## src/rtl/digital_loop_filter.sv

```systemverilog
// Bang-bang digital loop filter: synchronised up/down phase error drives a clamped
// integrator plus a proportional kick, with a lock/slip detector on the error sign pattern.
module digital_loop_filter #(
  parameter int CTRL_W     = 8,
  parameter int FRAC_W     = 4,
  parameter int KP         = 4,
  parameter int CTRL_INIT  = 128,
  parameter int LOCK_COUNT = 16,
  parameter int SLIP_COUNT = 8
) (
  input  logic              clock,
  input  logic              reset_n,
  input  logic              enable,
  input  logic              up,
  input  logic              down,
  output logic [CTRL_W-1:0] ctrl,
  output logic              locked,
  output logic              sat
);

  localparam int INT_W    = CTRL_W + FRAC_W;
  localparam int QW       = $clog2(LOCK_COUNT + 1);
  localparam int SW       = $clog2(SLIP_COUNT + 1);
  localparam int CTRL_MAX = (1 << CTRL_W) - 1;

  localparam logic [INT_W-1:0] ACC_MAX  = '1;
  localparam logic [INT_W-1:0] ACC_INIT = INT_W'(CTRL_INIT) << FRAC_W;
  localparam logic [QW-1:0]    QUIET_MAX  = QW'(LOCK_COUNT);
  localparam logic [SW-1:0]    STREAK_MAX = SW'(SLIP_COUNT);

  typedef enum logic [1:0] {IDLE, ACQUIRE, LOCKED} state_t;

  state_t             state_reg, state_next;
  logic               up_meta_reg, up_sync_reg, down_meta_reg, down_sync_reg;
  logic [INT_W-1:0]   acc_reg, acc_next;
  logic [CTRL_W-1:0]  ctrl_next;
  logic [QW-1:0]      quiet_reg, quiet_next;
  logic [SW-1:0]      streak_reg, streak_next;
  logic               lastsign_reg;  // 1 = positive
  logic               e_pos, e_neg, qualifying, same_sign, slip;
  logic signed [31:0] ctrl_sum;

  always_comb begin
    e_pos = up_sync_reg & ~down_sync_reg;
    e_neg = ~up_sync_reg & down_sync_reg;

    acc_next = acc_reg;
    if (e_pos && acc_reg != ACC_MAX)
      acc_next = acc_reg + 1'b1;
    else if (e_neg && acc_reg != '0)
      acc_next = acc_reg - 1'b1;

    // Proportional kick is applied on top of the integral part, then clamped to the rails.
    ctrl_sum = $signed({{(32-CTRL_W){1'b0}}, acc_next[INT_W-1:FRAC_W]});
    if (e_pos)
      ctrl_sum = ctrl_sum + KP;
    else if (e_neg)
      ctrl_sum = ctrl_sum - KP;
    if (ctrl_sum < 0)
      ctrl_next = '0;
    else if (ctrl_sum > CTRL_MAX)
      ctrl_next = '1;
    else
      ctrl_next = ctrl_sum[CTRL_W-1:0];

    qualifying = ~(e_pos | e_neg) | (e_pos & ~lastsign_reg) | (e_neg & lastsign_reg);
    same_sign  = (e_pos & lastsign_reg) | (e_neg & ~lastsign_reg);

    quiet_next = '0;
    if (qualifying)
      quiet_next = (quiet_reg == QUIET_MAX) ? quiet_reg : quiet_reg + 1'b1;
    streak_next = '0;
    if (same_sign)
      streak_next = (streak_reg == STREAK_MAX) ? streak_reg : streak_reg + 1'b1;

    state_next = state_reg;
    slip       = 1'b0;
    case (state_reg)
      IDLE:    state_next = ACQUIRE;
      ACQUIRE: if (quiet_next >= QUIET_MAX) state_next = LOCKED;
      LOCKED: begin
        if (streak_next >= STREAK_MAX) begin
          state_next = ACQUIRE;
          slip       = 1'b1;
        end
      end
      default: state_next = IDLE;
    endcase
    if (!enable) begin
      state_next = IDLE;
      slip       = 1'b0;
    end
  end

  always_ff @(posedge clock or negedge reset_n) begin
    if (!reset_n) begin
      up_meta_reg   <= 1'b0;
      up_sync_reg   <= 1'b0;
      down_meta_reg <= 1'b0;
      down_sync_reg <= 1'b0;
      state_reg     <= IDLE;
      acc_reg       <= ACC_INIT;
      ctrl          <= CTRL_W'(CTRL_INIT);
      sat           <= 1'b0;
      locked        <= 1'b0;
      quiet_reg     <= '0;
      streak_reg    <= '0;
      lastsign_reg  <= 1'b1;
    end else begin
      up_meta_reg   <= up;
      up_sync_reg   <= up_meta_reg;
      down_meta_reg <= down;
      down_sync_reg <= down_meta_reg;
      state_reg     <= state_next;
      locked        <= (state_next == LOCKED);
      if (enable) begin
        acc_reg    <= acc_next;
        ctrl       <= ctrl_next;
        sat        <= (acc_next == '0) || (acc_next == ACC_MAX);
        quiet_reg  <= slip ? '0 : quiet_next;
        streak_reg <= streak_next;
        if (e_pos | e_neg)
          lastsign_reg <= e_pos;
      end
    end
  end

endmodule
```

## config.mk

```make
export PLATFORM = sky130hd
export DESIGN_NAME = digital_loop_filter
export DESIGN_NICKNAME = d
export VERILOG_FILES = /design/src/rtl/digital_loop_filter.sv
export SDC_FILE = /design/constraint.sdc
export NUM_CORES = 1
export LEC_CHECK = 0
export ABC_AREA = 1
export CAP_MARGIN = 0
export CORE_MARGIN = 2
export CORE_UTILIZATION = 55
export CTS_CLUSTER_DIAMETER = 40
export DETAILED_ROUTE_END_ITERATION = 10
export GPL_ROUTABILITY_DRIVEN = 1
export PLACE_DENSITY = 0.83
export SLEW_MARGIN = 0
export SYNTH_ARGS = -nofsm -noshare
export SYNTH_HDL_FRONTEND = slang
export SYNTH_SLANG_ARGS = --single-unit
```

## constraint.sdc

```tcl
create_clock -name clock -period 2.42 [get_ports clock]
set_clock_uncertainty 0.1 [all_clocks]
set_input_delay 0.605 -clock clock [delete_from_list [all_inputs] [get_ports clock]]
set_output_delay 0.605 -clock clock [all_outputs]
set_load 0.005 [all_outputs]
```

==> results.toml <==
[run_status]
status = "complete, but fails checks"
violations = "setup timing"

[die]
row_count = 26
die_x_um = 76.2
coreArea_um2 = 5070
design.die.area_um2 = 5800
die_y_um = 76.2
ios = 15
initial_core_util_pct = 56.5

[yosys]
synth_top_area_cell = "dfrtp_1"
synth_top_area_share_pct = 30.6
ys.flop_type = "dfrtp_1"
synth-edff-count = 0
ys_warn_count = 0
seq_area_frac_synth_pct = 33.3
synth-xor-area-share_pct = 5.46
synth_area_um2 = 2870
netlist_instances = 422
synth-simple-area-share_pct = 39.3
synth_compound_area_share_pct = 8.21
synthAdderAreaFrac_pct = 4.36
synth-seq-cells = 38
synth_most_common_cell = "nand2_1"
synthesis.nets = 437
synthTopCellsByCount = "nand2_1 (144), inv_1 (41), nor2_1 (37)"
synth.area.top_cells = "dfrtp_1 (31%), nand2_1 (19%), nand3_1 (5.4%), inv_1 (5.4%), o21ai_0 (5.2%)"
synthArstFlopShare_pct = 100
synth_mux_area_share_pct = 0
yosys.cell_types.count = 33
syn_avg_cell_area_um2 = 6.79
synth_top_family_by_area = "simple AND/OR/NAND/NOR gates"

[power]
p_seq_share_pct = 26.4
leakage_nw = 1.85
clockPowerShare_pct = 17.4
p_total_w = 0.00387
cellPowerDensity_nw_per_um2 = 1020
p_int_w = 0.00226
p_sw_share_pct = 41.5
ir_drop_mv = 0.542
p_switching_w = 0.00160
pwr-share-comb_pct = 56.1

[sta]
finalCriticalPeriod_ns = 2.43
min_period_over_period_pct = 100
max_freq_mhz = 412
drv_slew = 0
rsz0062_at_grt = "yes"
worstMarginPinSlew_ns = 0.499
slew_headroom_pct = 66.7
hold_violations = 0
setup_ws_ns = -0.00802
final-setup-viol-count = 3
finalSetupTns_ns = -0.0150

[critical_path]
r2r-start = "acc_reg[0]$_DFFE_PN0P_"
critPathLaunch = "acc_reg[0]$_DFFE_PN0P_"
crit_fanout = 8
arrival_ns = 2.51
path_class = "reg -> reg"
start_kind = "register"
crit_required_ns = 2.50
cp-end-kind = "register"

[cells_and_area]
syn2layout_area_growth_pct = 32.5
fin_nets = 507
final_area_um2 = 3800
drive_gt1_share_pct = 30.4
diodes = 0
largest_register_ffs = 12

[global_route]
overflow = 0
first_global_vias = 2802
grt_max_degree = 39
antenna_found_initial = 0
grt_pass1_wl_um = 12700
grt_usage_pct = 26.8

[job]
maxCapViolCount = 0

[clocking]
htree_levels = 2
clk_path_buf_depth = 2
cts_tree = "built"
clk_pin_slew_ns = 0.08
clkLatencyLatePin_ns = 0.29
cts_made_buffers = 5
cts_root_buffer = "clkbuf_8"
clkSinkCount = 38

[routing]
wl_um = 8040
drt_first_pass_iters = 5
detail_route.iter0.violations = 270
avgViaCountPerCell = 5.40
antenna_left = 0
via_count = 3041
drc = 0
wl_per_cell_um = 14.3

[placement]
place_congestion = 0.928
dp_hpwl_um = 5610
io_buffers = 14
dpl-instance-area_um2 = 3350

[worst_hold_path]
min_path_type = "in -> async"
worst paths after layout:
check	endpoint	slack (ns)	cells after the start
max	ctrl[2]$_DFFE_PN0P_	-0.008	17
min	acc_reg[9]$_DFFE_PN0P_	0.25	2
max reg2reg	ctrl[2]$_DFFE_PN0P_	-0.008	17
min reg2reg	down_sync_reg$_DFF_PN0_	0.25	0
max in group asynchronous	acc_reg[0]$_DFFE_PN0P_	1.59	2
min in group clock	down_sync_reg$_DFF_PN0_	0.25	0
timing repair:
action / CTS / global route
gates resized for setup: 3 / 56
buffers inserted: 3 / 15
hold buffers: 0 / 0
pin swaps: 1 / 22
endpoints found under the setup margin: 9 / 9
hold endpoints to repair: 0 / 0
layout make-up:
type | count | area [um^2]
inverter | 46 | 178
timing repair buffer | 78 | 634
tap | 70 | 87.6
multi-input combinational | 323 | 1790
sequential | 38 | 965
fill | 393 | 1280
clock buffer | 6 | 82.6
clock inverter | 2 | 60.1
cell usage in the layout (no fill, tap or decap), drive strengths merged, types with 3 or more instances in the layout:
| cell type | netlist | routed |
|---|---|---|
| nand2 | 158 | 158 |
| buf | 8 | 65 |
| inv | 45 | 46 |
| nor2 | 41 | 41 |
| nand3 | 35 | 35 |
| dfrtp | 35 | 35 |
| o21ai | 33 | 33 |
| xor2 | 15 | 15 |
| clkdlybuf4s50 | 0 | 13 |
| nor3 | 11 | 11 |
| ha | 10 | 10 |
| nand4 | 7 | 7 |
| a21oi | 6 | 6 |
| clkbuf | 7 | 6 |
| dfstp | 3 | 3 |
worst max-delay path, stage by stage (launching register included):
cell	delay, ns
dfrtp_2	0.44
ha_4	0.17
nand2_2	0.07
nor2_4	0.15
nand3_4	0.10
nand2_4	0.11
buf_4	0.15
nand2_2	0.08
nand2_1	0.08
nand2_1	0.06
nand2_2	0.16
nand2_2	0.09
nor3_2	0.18
nand3_1	0.11
nand2_2	0.09
inv_4	0.06
nand2_2	0.05
nand2_1	0.06
power by group through the flow:
stage / clock network, W / logic (W) / registers [W]
6_report: 0.000675 / 0.00217 / 0.00102
5_1_grt: 0.000705 / 0.00240 / 0.00105
4_1_cts: 0.000680 / 0.00183 / 0.000991
3_5_place_dp: 0 / 0.00179 / 0.00100
3_3_place_gp: 0 / 0.00175 / 0.000988
2_1_floorplan: 0 / 0.00114 / 0.000939
metal layers:
layer	GRT usage (%)	wire length [um]	vias to the layer above
li1	-	-	1464
met1	35.9	3420	1424
met2	46.7	3990	124
met3	2.61	384	29
met4	6.91	249	0
met5	0	0	-
stage by stage:
| stage | util, % | hold slack, ns | cells | worst slack [ns] |
|---|---|---|---|---|
| 2_1_floorplan | - | 0.209 | 422 | 0.0291 |
| 3_3_place_gp | 66.1 | 0.235 | 537 | -0.0345 |
| 3_5_place_dp | 66.1 | 0.240 | 537 | -0.0700 |
| 4_1_cts | 69.4 | 0.257 | 548 | -0.00511 |
| 5_1_grt | 74.9 | 0.261 | 563 | -0.145 |
| 6_report | 74.9 | 0.245 | 563 | -0.00802 |
cells by family after synthesis:
logic type	Yosys count
adders and majority gates	10
and+or+nand+nor	253
AOI/OAI and AO/OA	43
DFF	38
xor gates and xnor gates	17
buffers and inverters	61
Note: power is estimated with default switching activity, not from simulation.
